### src/rtl/gbp_update_queue.sv
// gbp_update_queue
//   In-order buffer for resolved conditional-branch updates on their way from
//   EXECUTE to the global branch predictor. It also holds the committed global
//   history register, which changes only when an update is drained.
//
//   Ports
//     clk_i, rst_i        clock, asynchronous active-high reset
//     flush_bp_i          empties the queue and clears the GHR (highest priority)
//     debug_mode_i        blocks new updates; queued entries keep draining
//     upd_valid_i/pc/index/taken   incoming resolved update
//     stall_i             predictor cannot take the head this cycle
//     out_valid_o/pc/index/taken   head entry presented to the predictor
//     ghr_o               committed global history, LSB = newest
//     count_o             occupancy
//     drop_cnt_o          saturating count of updates lost to overflow
module gbp_update_queue #(
  parameter int DEPTH    = 4,
  parameter int VLEN     = 64,
  parameter int INDEX_W  = 9,
  parameter int GHR_BITS = 9,
  parameter int DROP_W   = 8
) (
  input  logic                       clk_i,
  input  logic                       rst_i,
  input  logic                       flush_bp_i,
  input  logic                       debug_mode_i,
  input  logic                       upd_valid_i,
  input  logic [VLEN-1:0]            upd_pc_i,
  input  logic [INDEX_W-1:0]         upd_index_i,
  input  logic                       upd_taken_i,
  input  logic                       stall_i,
  output logic                       out_valid_o,
  output logic [VLEN-1:0]            out_pc_o,
  output logic [INDEX_W-1:0]         out_index_o,
  output logic                       out_taken_o,
  output logic [GHR_BITS-1:0]        ghr_o,
  output logic [$clog2(DEPTH):0]     count_o,
  output logic [DROP_W-1:0]          drop_cnt_o
);

  localparam int PTR_W = $clog2(DEPTH);
  localparam int CNT_W = PTR_W + 1;

  // Entry storage: plain flops, not reset (contents are only meaningful
  // between rd_ptr and wr_ptr, and the pointers are reset).
  logic [VLEN-1:0]    pc_mem_q    [DEPTH];
  logic [INDEX_W-1:0] index_mem_q [DEPTH];
  logic               taken_mem_q [DEPTH];

  logic [PTR_W-1:0]    wr_ptr_q, wr_ptr_d;
  logic [PTR_W-1:0]    rd_ptr_q, rd_ptr_d;
  logic [CNT_W-1:0]    count_q,  count_d;
  logic [GHR_BITS-1:0] ghr_q,    ghr_d;
  logic [DROP_W-1:0]   drop_q,   drop_d;

  logic push, pop, full, head_vld;

  assign head_vld = (count_q != '0);
  assign full     = (count_q == CNT_W'(DEPTH));
  assign push     = upd_valid_i & ~debug_mode_i & ~flush_bp_i;
  assign pop      = head_vld & ~stall_i & ~flush_bp_i;

  always_comb begin
    wr_ptr_d = wr_ptr_q;
    rd_ptr_d = rd_ptr_q;
    count_d  = count_q;
    ghr_d    = ghr_q;
    drop_d   = drop_q;

    if (flush_bp_i) begin
      wr_ptr_d = '0;
      rd_ptr_d = '0;
      count_d  = '0;
      ghr_d    = '0;
    end else begin
      if (pop) begin
        ghr_d = {ghr_q[GHR_BITS-2:0], taken_mem_q[rd_ptr_q]};
      end
      if (push && pop) begin
        wr_ptr_d = wr_ptr_q + 1'b1;
        rd_ptr_d = rd_ptr_q + 1'b1;
      end else if (push && !full) begin
        wr_ptr_d = wr_ptr_q + 1'b1;
        count_d  = count_q + 1'b1;
      end else if (push) begin
        // Full and not draining: the oldest entry is overwritten, so the
        // read pointer moves past it together with the write pointer.
        wr_ptr_d = wr_ptr_q + 1'b1;
        rd_ptr_d = rd_ptr_q + 1'b1;
        if (drop_q != '1) begin
          drop_d = drop_q + 1'b1;
        end
      end else if (pop) begin
        rd_ptr_d = rd_ptr_q + 1'b1;
        count_d  = count_q - 1'b1;
      end
    end
  end

  always_ff @(posedge clk_i or posedge rst_i) begin
    if (rst_i) begin
      wr_ptr_q <= '0;
      rd_ptr_q <= '0;
      count_q  <= '0;
      ghr_q    <= '0;
      drop_q   <= '0;
    end else begin
      wr_ptr_q <= wr_ptr_d;
      rd_ptr_q <= rd_ptr_d;
      count_q  <= count_d;
      ghr_q    <= ghr_d;
      drop_q   <= drop_d;
    end
  end

  always_ff @(posedge clk_i) begin
    if (push) begin
      pc_mem_q[wr_ptr_q]    <= upd_pc_i;
      index_mem_q[wr_ptr_q] <= upd_index_i;
      taken_mem_q[wr_ptr_q] <= upd_taken_i;
    end
  end

  // Head is read straight from storage; a fresh push is never forwarded.
  assign out_valid_o = head_vld;
  assign out_pc_o    = head_vld ? pc_mem_q[rd_ptr_q]    : '0;
  assign out_index_o = head_vld ? index_mem_q[rd_ptr_q] : '0;
  assign out_taken_o = head_vld ? taken_mem_q[rd_ptr_q] : 1'b0;
  assign ghr_o       = ghr_q;
  assign count_o     = count_q;
  assign drop_cnt_o  = drop_q;

endmodule

### config.mk
export PLATFORM = sky130hd
export DESIGN_NAME = gbp_update_queue
export DESIGN_NICKNAME = d
export VERILOG_FILES = /design/src/rtl/gbp_update_queue.sv
export SDC_FILE = /design/constraint.sdc
export NUM_CORES = 1
export LEC_CHECK = 0
export CORE_MARGIN = 4
export CORE_UTILIZATION = 25
export CTS_CLUSTER_DIAMETER = 30
export DETAILED_ROUTE_END_ITERATION = 6
export GPL_ROUTABILITY_DRIVEN = 0
export PLACE_DENSITY_LB_ADDON = 0.2
export SKIP_LAST_GASP = 1
export SLEW_MARGIN = 25
export SYNTH_ARGS = -nofsm -noshare
export SYNTH_HDL_FRONTEND = slang
export SYNTH_SLANG_ARGS = --single-unit
### constraint.sdc
create_clock -name clk_i -period 6.6 [get_ports clk_i]
set_input_delay 0.66 -clock clk_i [delete_from_list [all_inputs] [get_ports clk_i]]
set_output_delay 0.66 -clock clk_i [all_outputs]
set_load 0.02 [all_outputs]
# After elaboration in Yosys (flattened, before gate mapping)
# Memories as Yosys holds them, arrays and structs flattened.
# Cells that the tools add are included.
[word_totals]
latchBits = 0
n_memories = 3
rom_bits = 0
reg_bits = 24
output_inout_bits = 95
inputBits = 80
ramBits = 296
[op_classes]
n_mux = 21
add_sub_neg = 5
magnitude_cmp = 0
multipliers = 0
div_mod_pow = 0
shift = 0
reduce_logical = 11
bitwise_logic = 9
n_eq_ne = 5
[memory_table]
columns = ["memory", "depth", "width", "rd", "rd_ports_with_merged_regs", "wr", "line", "source"]
rows = [
  ["pc_mem_q", 4, 64, 1, 0, 1, "46", "logic [VLEN-1:0] pc_mem_q [DEPTH];"],
  ["index_mem_q", 4, 9, 1, 0, 1, "47", "logic [INDEX_W-1:0] index_mem_q [DEPTH];"],
  ["taken_mem_q", 4, 1, 1, 0, 1, "48", "logic taken_mem_q [DEPTH];"],
]
[op_table]
columns = ["op", "count"]
rows = [
  ["$mux W64", 1],
  ["$mux W9", 3],
  ["$mux W2", 9],
  ["$mux W3", 5],
  ["$add A8 B1 Y8 const B", 1],
  ["$ne A8 B8 Y1 const B", 1],
  ["$reduce_bool A4 Y1", 2],
  ["$reduce_bool A3 Y1", 2],
  ["$not A1 Y1", 5],
  ["$reduce_and A5 Y1", 1],
  ["$add A2 B1 Y2 const B", 2],
  ["$and A1 B1 Y1", 4],
  ["$add A3 B1 Y3 const B", 1],
  ["$eq A3 B3 Y1 const B", 1],
  ["$mux W1", 3],
  ["$ne A3 B2 Y1 const B", 1],
  ["$ne A3 B3 Y1 const B", 1],
  ["$reduce_and A3 Y1", 1],
  ["$sub A3 B1 Y3 const B", 1],
  ["$logic_and A1 B1 Y1", 2],
  ["$ne A2 B2 Y1 const B", 1],
  ["$reduce_and A2 Y1", 1],
  ["$reduce_bool A2 Y1", 1],
  ["$logic_not A1 Y1", 1],
]

# Longest topological paths before layout
# Gate-level depths: netlist of run 1.
[logic_depth]
ltp_word = 8
mapped_depth = 8
depth_no_buf = 7

# Least setup slack after synthesis of run 1
# OpenSTA, ideal clock, no wires.
[synth_path]
path_kind = "input port to flip-flop"
startpoint = "input flush_bp_i"
endpoint = "memory index_mem_q[0][0], enable pin"
setup_slack_ps = 3294
t_arrival_ps = 2866
setup_time_ps = 440
required_time_ps = 6160
path_stages = 3
cell_sequence = "buf_2 nor3b_2 and2_1"
[synth_via]
elab_chain_cells = 4
[synth_rtl]
columns = ["element", "line", "source"]
rows = [
  ["start, declared", "25", "input logic flush_bp_i,"],
  ["$not A1 Y1 (no line)", "--", ""],
  ["$and A1 B1 Y1", "60", "assign push = upd_valid_i & ~debug_mode_i & ~flush_bp_i;"],
  ["$mux W1", "117", "if (push) begin"],
  ["$mux W1 (implied by the code)", "119", "index_mem_q[wr_ptr_q] <= upd_index_i;"],
  ["end, declared", "47", ""],
]
# No other way between the ends.

# Worst setup path in the final report of run 1
[layout_path]
startpoint = "register rd_ptr_q[0]"
endpoint = "output out_pc_o[1]"
[layout_via]
elab_chain_cells = 2
[layout_rtl]
columns = ["element", "line", "source"]
rows = [
  ["start, declared", "51", "logic [PTR_W-1:0] rd_ptr_q, rd_ptr_d;"],
  ["start signal, assigned", "109", "rd_ptr_q <= rd_ptr_d;"],
  ["$mem_v2 Z4 W64", "--", ""],
  ["$mux W64", "126", "assign out_pc_o = head_vld ? pc_mem_q[rd_ptr_q] : '0;"],
  ["end, declared", "33", "output logic [VLEN-1:0] out_pc_o,"],
]
# No other way between the ends.

==> results of run 1 <==
==> power by group <==
group | internal (mW) | switching, mW | leakage [nW]
logic | 0.474 | 0.453 | 1.53
registers | 2.26 | 0.0634 | 3.00
clock network | 2.58 | 1.24 | 1.32
total | 5.32 | 1.75 | 5.85
==> final cells by class <==
class / instances / area [sq um] / share of cell area (%)
flip-flops and latches: 320 / 9500 / 53.8
multi-input cells: 241 / 2750 / 15.6
clock buffers: 95 / 2150 / 12.2
repair buffers: 182 / 1800 / 10.2
well taps: 664 / 831 / 4.71
clock inverters: 59 / 574 / 3.25
inverters: 10 / 37.5 / 0.213
==> cells by family (layout without fill, tap and decap cells) <==
family	Yosys count	in the layout
fa+ha+maj	6	6
flops	320	320
mux	77	77
simple gates	126	126
compound gates	21	21
buf+inv	41	346
xor+xnor	11	11
==> worst paths after layout <==
kind | slack, ns | startpoint | cells past startpoint | end
min in group clk_i | 0.49 | drop_cnt_o[6] | 1 | drop_cnt_o[6]
max | 2.31 | rd_ptr_q[0] | 4 | out_pc_o[1]
min | 0.45 | rst_i | 2 | drop_cnt_o[0]
max reg2reg | 4.03 | count_o[1] | 6 | count_o[1]
min reg2reg | 0.49 | drop_cnt_o[6] | 1 | drop_cnt_o[6]
max in group asynchronous | 5.72 | rst_i | 2 | rd_ptr_q[0]
==> cell usage in the layout (no fill, tap or decap), types with 4 or more instances in the layout <==
cell type	count
edfxtp_1	296
clkdlybuf4s50_1	174
clkbuf_16	84
mux4_2	74
and2_1	74
clkinv_2	22
dfrtp_1	22
nand2_1	21
a21oi_1	12
clkbuf_1	10
nor2_1	9
clkinvlp_4	9
inv_1	8
buf_4	8
clkinv_1	7
xnor2_1	6
bufinv_16	6
clkinv_4	6
xor2_1	5
nor3_1	5
ha_1	5
nand3_1	4
and2_4	4
inv_6	4
==> routing by layer <==
metal,GRT usage (%),vias to the layer above,wire (um)
met4,4.70,2,677
met1,13.4,3366,12600
met2,17.7,158,14500
met3,3.71,57,1410
met5,0,-,20
li1,-,2906,-
==> per-stage QoR <==
stage / instances / power, mW
final: 1571 / 7.07
after detailed placement: 1417 / 3.32
after global routing: 1571 / 7.35
after CTS: 1571 / 7.20
after global placement: 1417 / 3.32
after floorplan: 602 / 2.88
==> cell usage after synthesis <==
library cell	n	area, sq um
mux2_2	1	11.3
nand2_1	21	78.8
xor2_1	5	43.8
dfrtp_1	24	601
clkbuf_1	15	56.3
fa_1	1	20.0
and2_1	78	488
a211oi_1	1	7.51
nand3_1	4	20.0
a21o_1	1	7.51
mux4_2	74	1670
nor2_1	9	33.8
buf_6	1	11.3
edfxtp_1	296	8890
o32ai_1	1	8.76
o2111ai_1	1	8.76
xnor2_1	6	52.6
buf_4	6	45.0
nor3b_2	1	12.5
a211o_1	1	8.76
inv_1	10	37.5
nor3_2	1	10.0
buf_2	7	35.0
ha_1	5	62.6
nor3b_1	2	15.0
nand2b_1	2	12.5
nand2_2	1	6.26
nor3_1	5	25.0
or4b_4	1	13.8
nand4_1	1	6.26
a32oi_1	1	8.76
o2111ai_2	1	15.0
buf_1	2	7.51
o21ai_0	1	5.00
mux2i_1	2	20.0
a21oi_1	12	60.1
a211oi_2	1	12.5
==> sequential cells by signal, indices dropped and copies added (netlist names) <==
name / count
ghr_o: 9
pc_mem_q: 256
taken_mem_q: 4
wr_ptr_q: 2
drop_cnt_o: 8
rd_ptr_q: 2
count_o: 3
index_mem_q: 36
==> critical path, cell delays in order, from the launching register on <==
cell and delay, ns:
dfrtp_4 0.92, buf_4 0.71, mux4_2 0.58, and2_1 0.20, clkdlybuf4s50_1 0.56
==> results_dict.tcl, run 1 <==
set metrics [dict create \
    synth-simple-area-share_pct 5.81 \
    required_ns 5.94 \
    num_vias 6489 \
    synth_top_family_by_area "multiplexers" \
    viasPerCell 4.13 \
    dp_slack_ns 2.78 \
    netlist_area_sq_um 12400 \
    postRouteAntennaNets 0 \
    final_area_sq_um 17600 \
    wl_per_cell_um 18.6 \
    die_h_um 231 \
    cts_root_buf "clkbuf_16" \
    seq_area_frac_synth_pct 76.4 \
    yosys_warnings 0 \
    muxShareOfSynthArea_pct 13.7 \
    io_pins 175 \
    die_area_sq_um 53300 \
    route.detailed.drc 0 \
    worst_slack_ns 2.31 \
    relSlewSlack_pct 42.7 \
    slew_viol_final 0 \
    htreeDepth 3 \
    numCtsBuffers 83 \
    synthAdderAreaFrac_pct 0.665 \
    post-route-period-util_pct 65.0 \
    n_fill_cell 4718 \
    die_x_um 231 \
    port_buffers 174 \
    vdd_ir_drop_max_v 0.000248 \
    endpoint_kind "output port" \
    ys_ff_latch 320 \
    outcome "completed" \
    synth_xor_xnor_area_share_pct 0.776 \
    diodes 0 \
    synth_compound_gate_area_share_pct 1.15 \
    synth_fp_nets 688 \
    final.setup.tns_ns 0 \
    cts_hold_buf 0 \
    clkTransAtPathRegs_ns 0.04 \
    startpoint_type "flop" \
    yosysUniqueCellTypes 37 \
    setup-violations-final 0 \
    synth.avg_cell_area_sq_um 20.6 \
    grt_pass1_vias 7273 \
    post_dp_cell_area_sq_um 14900 \
    grt_pass1_wl_mm 44.0 \
    clkLatencyLatePin_ns 0.60 \
    clock-sinks 320 \
    finalCriticalPeriod_ns 4.29 \
    syn_inst 602 \
    nNetsFinal 924 \
    p_per_area_nw_per_um2 401 \
    crit_fanout 36 \
    cts_tree "done" \
    worstSetupPathType "flop to output port" \
    leakagePower_nw 5.85 \
    final_layout_size_suffix_gt1_share_pct 25.8 \
    hold-worst-slack_ns 0.453 \
    postCtsSetupRepairBufs 0 \
    core-area_sq_um 49100 \
    fmax_mhz 233 \
    dp_hpwl_mm 16.2 \
    firstDrtPassIters 6 \
    initial_core_util_pct 25.3 \
    cap_violations 0 \
    hold_viol 0 \
    rsz0062_at_grt "no" \
    wl_mm 29.2 \
    clock_path_buffers 3 \
    rows 81 \
    grt_usage_pct 11.0 \
    worst_slew_pin_slew_ns 0.859 \
    hp-class "primary input to async pin" \
    drt_iter0_drc 331 \
    grt_max_degree 50 \
    post-route-util_pct 36.0 \
    syn2layout_area_growth_pct 42.0 \
    ctsResizeCount 0 \
    globalRouteOverflowTotal 0 \
    crit_arrival_ns 3.63 \
    antenna_found_initial 1 \
    fin_skew_ns 0.0276 \
]
No activity file was read; power rests on OpenSTA's default activity.
==> run 2: changes to the inputs <==
- clock period: 6.6 -> 4.42 ns (I/O delays scaled with it)
==> run 2 against run 1 <==
Net effect:
- via count is 1.7% lower
- combinational power is 54% higher
- sequential power is 47% higher
- critical path depth stayed put
- clock-buffer cell count is 9 lower
- power is 44% higher
- core utilization is 0.23 points lower
- first-iteration DRC count is 4.5% lower
- sequential share of layout area is 0.34 points higher
==> results_dict.tcl, run 2 (synthesis results as in run 1) <==
set metrics [dict create \
    grt_max_degree 43 \
    antenna_found_initial 1 \
    final_cells 1562 \
    p_total_mw 10.2 \
    setup-violations-final 0 \
    hp-class "primary input to async pin" \
    die_h_um 231 \
    wl_per_cell_um 17.9 \
    startpoint_type "flop" \
    p_clk_share_pct 52.4 \
    fin_skew_ns 0.00791 \
    endpoint_kind "output port" \
    worstSetupPathType "flop to output port" \
    grt_usage_pct 10.7 \
    fmax_mhz 292 \
    final_area_sq_um 17500 \
    cts_tree "done" \
    rows 81 \
    cts_hold_buf 0 \
    initial_core_util_pct 25.3 \
    grt_pass1_vias 7244 \
    relSlewSlack_pct 49.2 \
    postCtsSetupRepairBufs 0 \
    outcome "completed" \
    io_pins 175 \
    finalCriticalPeriod_ns 3.42 \
    p_per_area_nw_per_um2 582 \
    firstDrtPassIters 4 \
    clkLatencyLatePin_ns 0.59 \
    switching_share_pct 24.4 \
    final.setup.tns_ns 0 \
    seq_power_share_pct 33.5 \
    vdd_ir_drop_max_v 0.000250 \
    worst_slew_pin_slew_ns 0.763 \
    diodes 0 \
    cts_root_buf "clkbuf_16" \
    wl_mm 28.0 \
    pwr-share-comb_pct 14.0 \
    required_ns 3.98 \
    ctsResizeCount 0 \
    leakagePower_nw 5.77 \
    crit_fanout 35 \
    htreeDepth 3 \
    viasPerCell 4.08 \
    placed_cells 1419 \
    post-route-period-util_pct 77.5 \
    dp_hpwl_mm 16.2 \
    n_fill_cell 4652 \
    final_layout_size_suffix_gt1_share_pct 24.6 \
    internal_power_mw 7.71 \
    rsz0062_at_grt "no" \
    slew_viol_final 0 \
    grt_pass1_wl_mm 43.3 \
    postRouteAntennaNets 0 \
    port_buffers 174 \
    p_switching_mw 2.49 \
    hold_viol 0 \
    num_vias 6378 \
    hold-worst-slack_ns 0.225 \
    largest-register "pc_mem_q" \
    clock_path_buffers 3 \
    core-area_sq_um 49100 \
    globalRouteOverflowTotal 0 \
    drt_iter0_drc 316 \
    clock-sinks 320 \
    nNetsFinal 920 \
    syn2layout_area_growth_pct 41.1 \
    die_x_um 231 \
    route.detailed.drc 0 \
    clkTransAtPathRegs_ns 0.04 \
    numCtsBuffers 77 \
    cap_violations 0 \
    post_dp_cell_area_sq_um 15000 \
    die_area_sq_um 53300 \
    crit_arrival_ns 2.98 \
    final_common_cell "edfxtp_1" \
    largest_reg_flops 256 \
    layout_common_cells "296 x edfxtp_1, 174 x clkdlybuf4s50_1, 78 x clkbuf_16" \
]
-- run 2: changes by cell type in the layout (fill, tap and decap cells not counted) --
cell,previous run,this run
clkinv_2,22,15
clkinv_8,2,1
clkbuf_8,1,2
clkbuf_1,10,6
clkbuf_16,84,78
clkinv_4,6,4
inv_6,4,3
clkinvlp_4,9,10
buf_12,0,6
buf_4,8,4
clkinv_1,7,15
inv_16,2,3
clkinv_16,1,0
-- run 2: per-layer routing --
metal | part of all wire [%] | routed length, um | vias to the layer above | GRT usage [%]
li1 | - | - | 2882 | -
met1 | 41 | 11400 | 3289 | 12.6
met2 | 51 | 14400 | 164 | 18.0
met3 | 5.2 | 1460 | 43 | 3.20
met4 | 2.4 | 673 | 0 | 5.32
met5 | 0 | 0 | - | 0
-- run 2: final cells by class --
type	instances	area, sq um	area share, %
clock buffer	86	2000	11.4
clock inverter	57	524	2.99
inverter	10	37.5	0.214
multi-input combinational	241	2750	15.7
sequential	320	9500	54.2
tap	664	831	4.74
timing repair buffer	184	1890	10.8
-- run 2: metrics by stage --
stage / utilization (%) / setup slack, ns
after floorplan: - / 1.33
after global placement: 30.6 / 1.51
after detailed placement: 30.6 / 1.53
after CTS: 35.7 / 0.885
after global routing: 35.7 / 0.755
final: 35.7 / 0.996
-- run 2: final timing paths --
kind / start / end / slack, ns / depth (start not counted)
min reg2reg: drop_cnt_o[6] / drop_cnt_o[6] / 0.50 / 1
min: rst_i / drop_cnt_o[1] / 0.23 / 2
max: rd_ptr_q[0] / out_pc_o[54] / 1.0 / 4
min in group clk_i: upd_pc_i[43] / pc_mem_q[3][43] / 0.49 / 1
max reg2reg: count_o[0] / count_o[1] / 2.14 / 6
max in group asynchronous: rst_i / rd_ptr_q[0] / 3.77 / 2
-- run 2: power by group through the flow --
stage,clock [mW],sequential (mW),combinational (mW)
after floorplan,0,3.46,0.844
after global placement,0,3.47,1.48
after detailed placement,0,3.47,1.47
after CTS,5.48,3.42,1.48
after global routing,5.67,3.42,1.55
final,5.35,3.42,1.43
-- run 2: critical path, stage by stage, from the launching register on --
cell	delay (ns)
dfrtp_4	0.42
buf_4	0.58
mux4_2	0.63
and2_1	0.18
clkdlybuf4s50_1	0.54
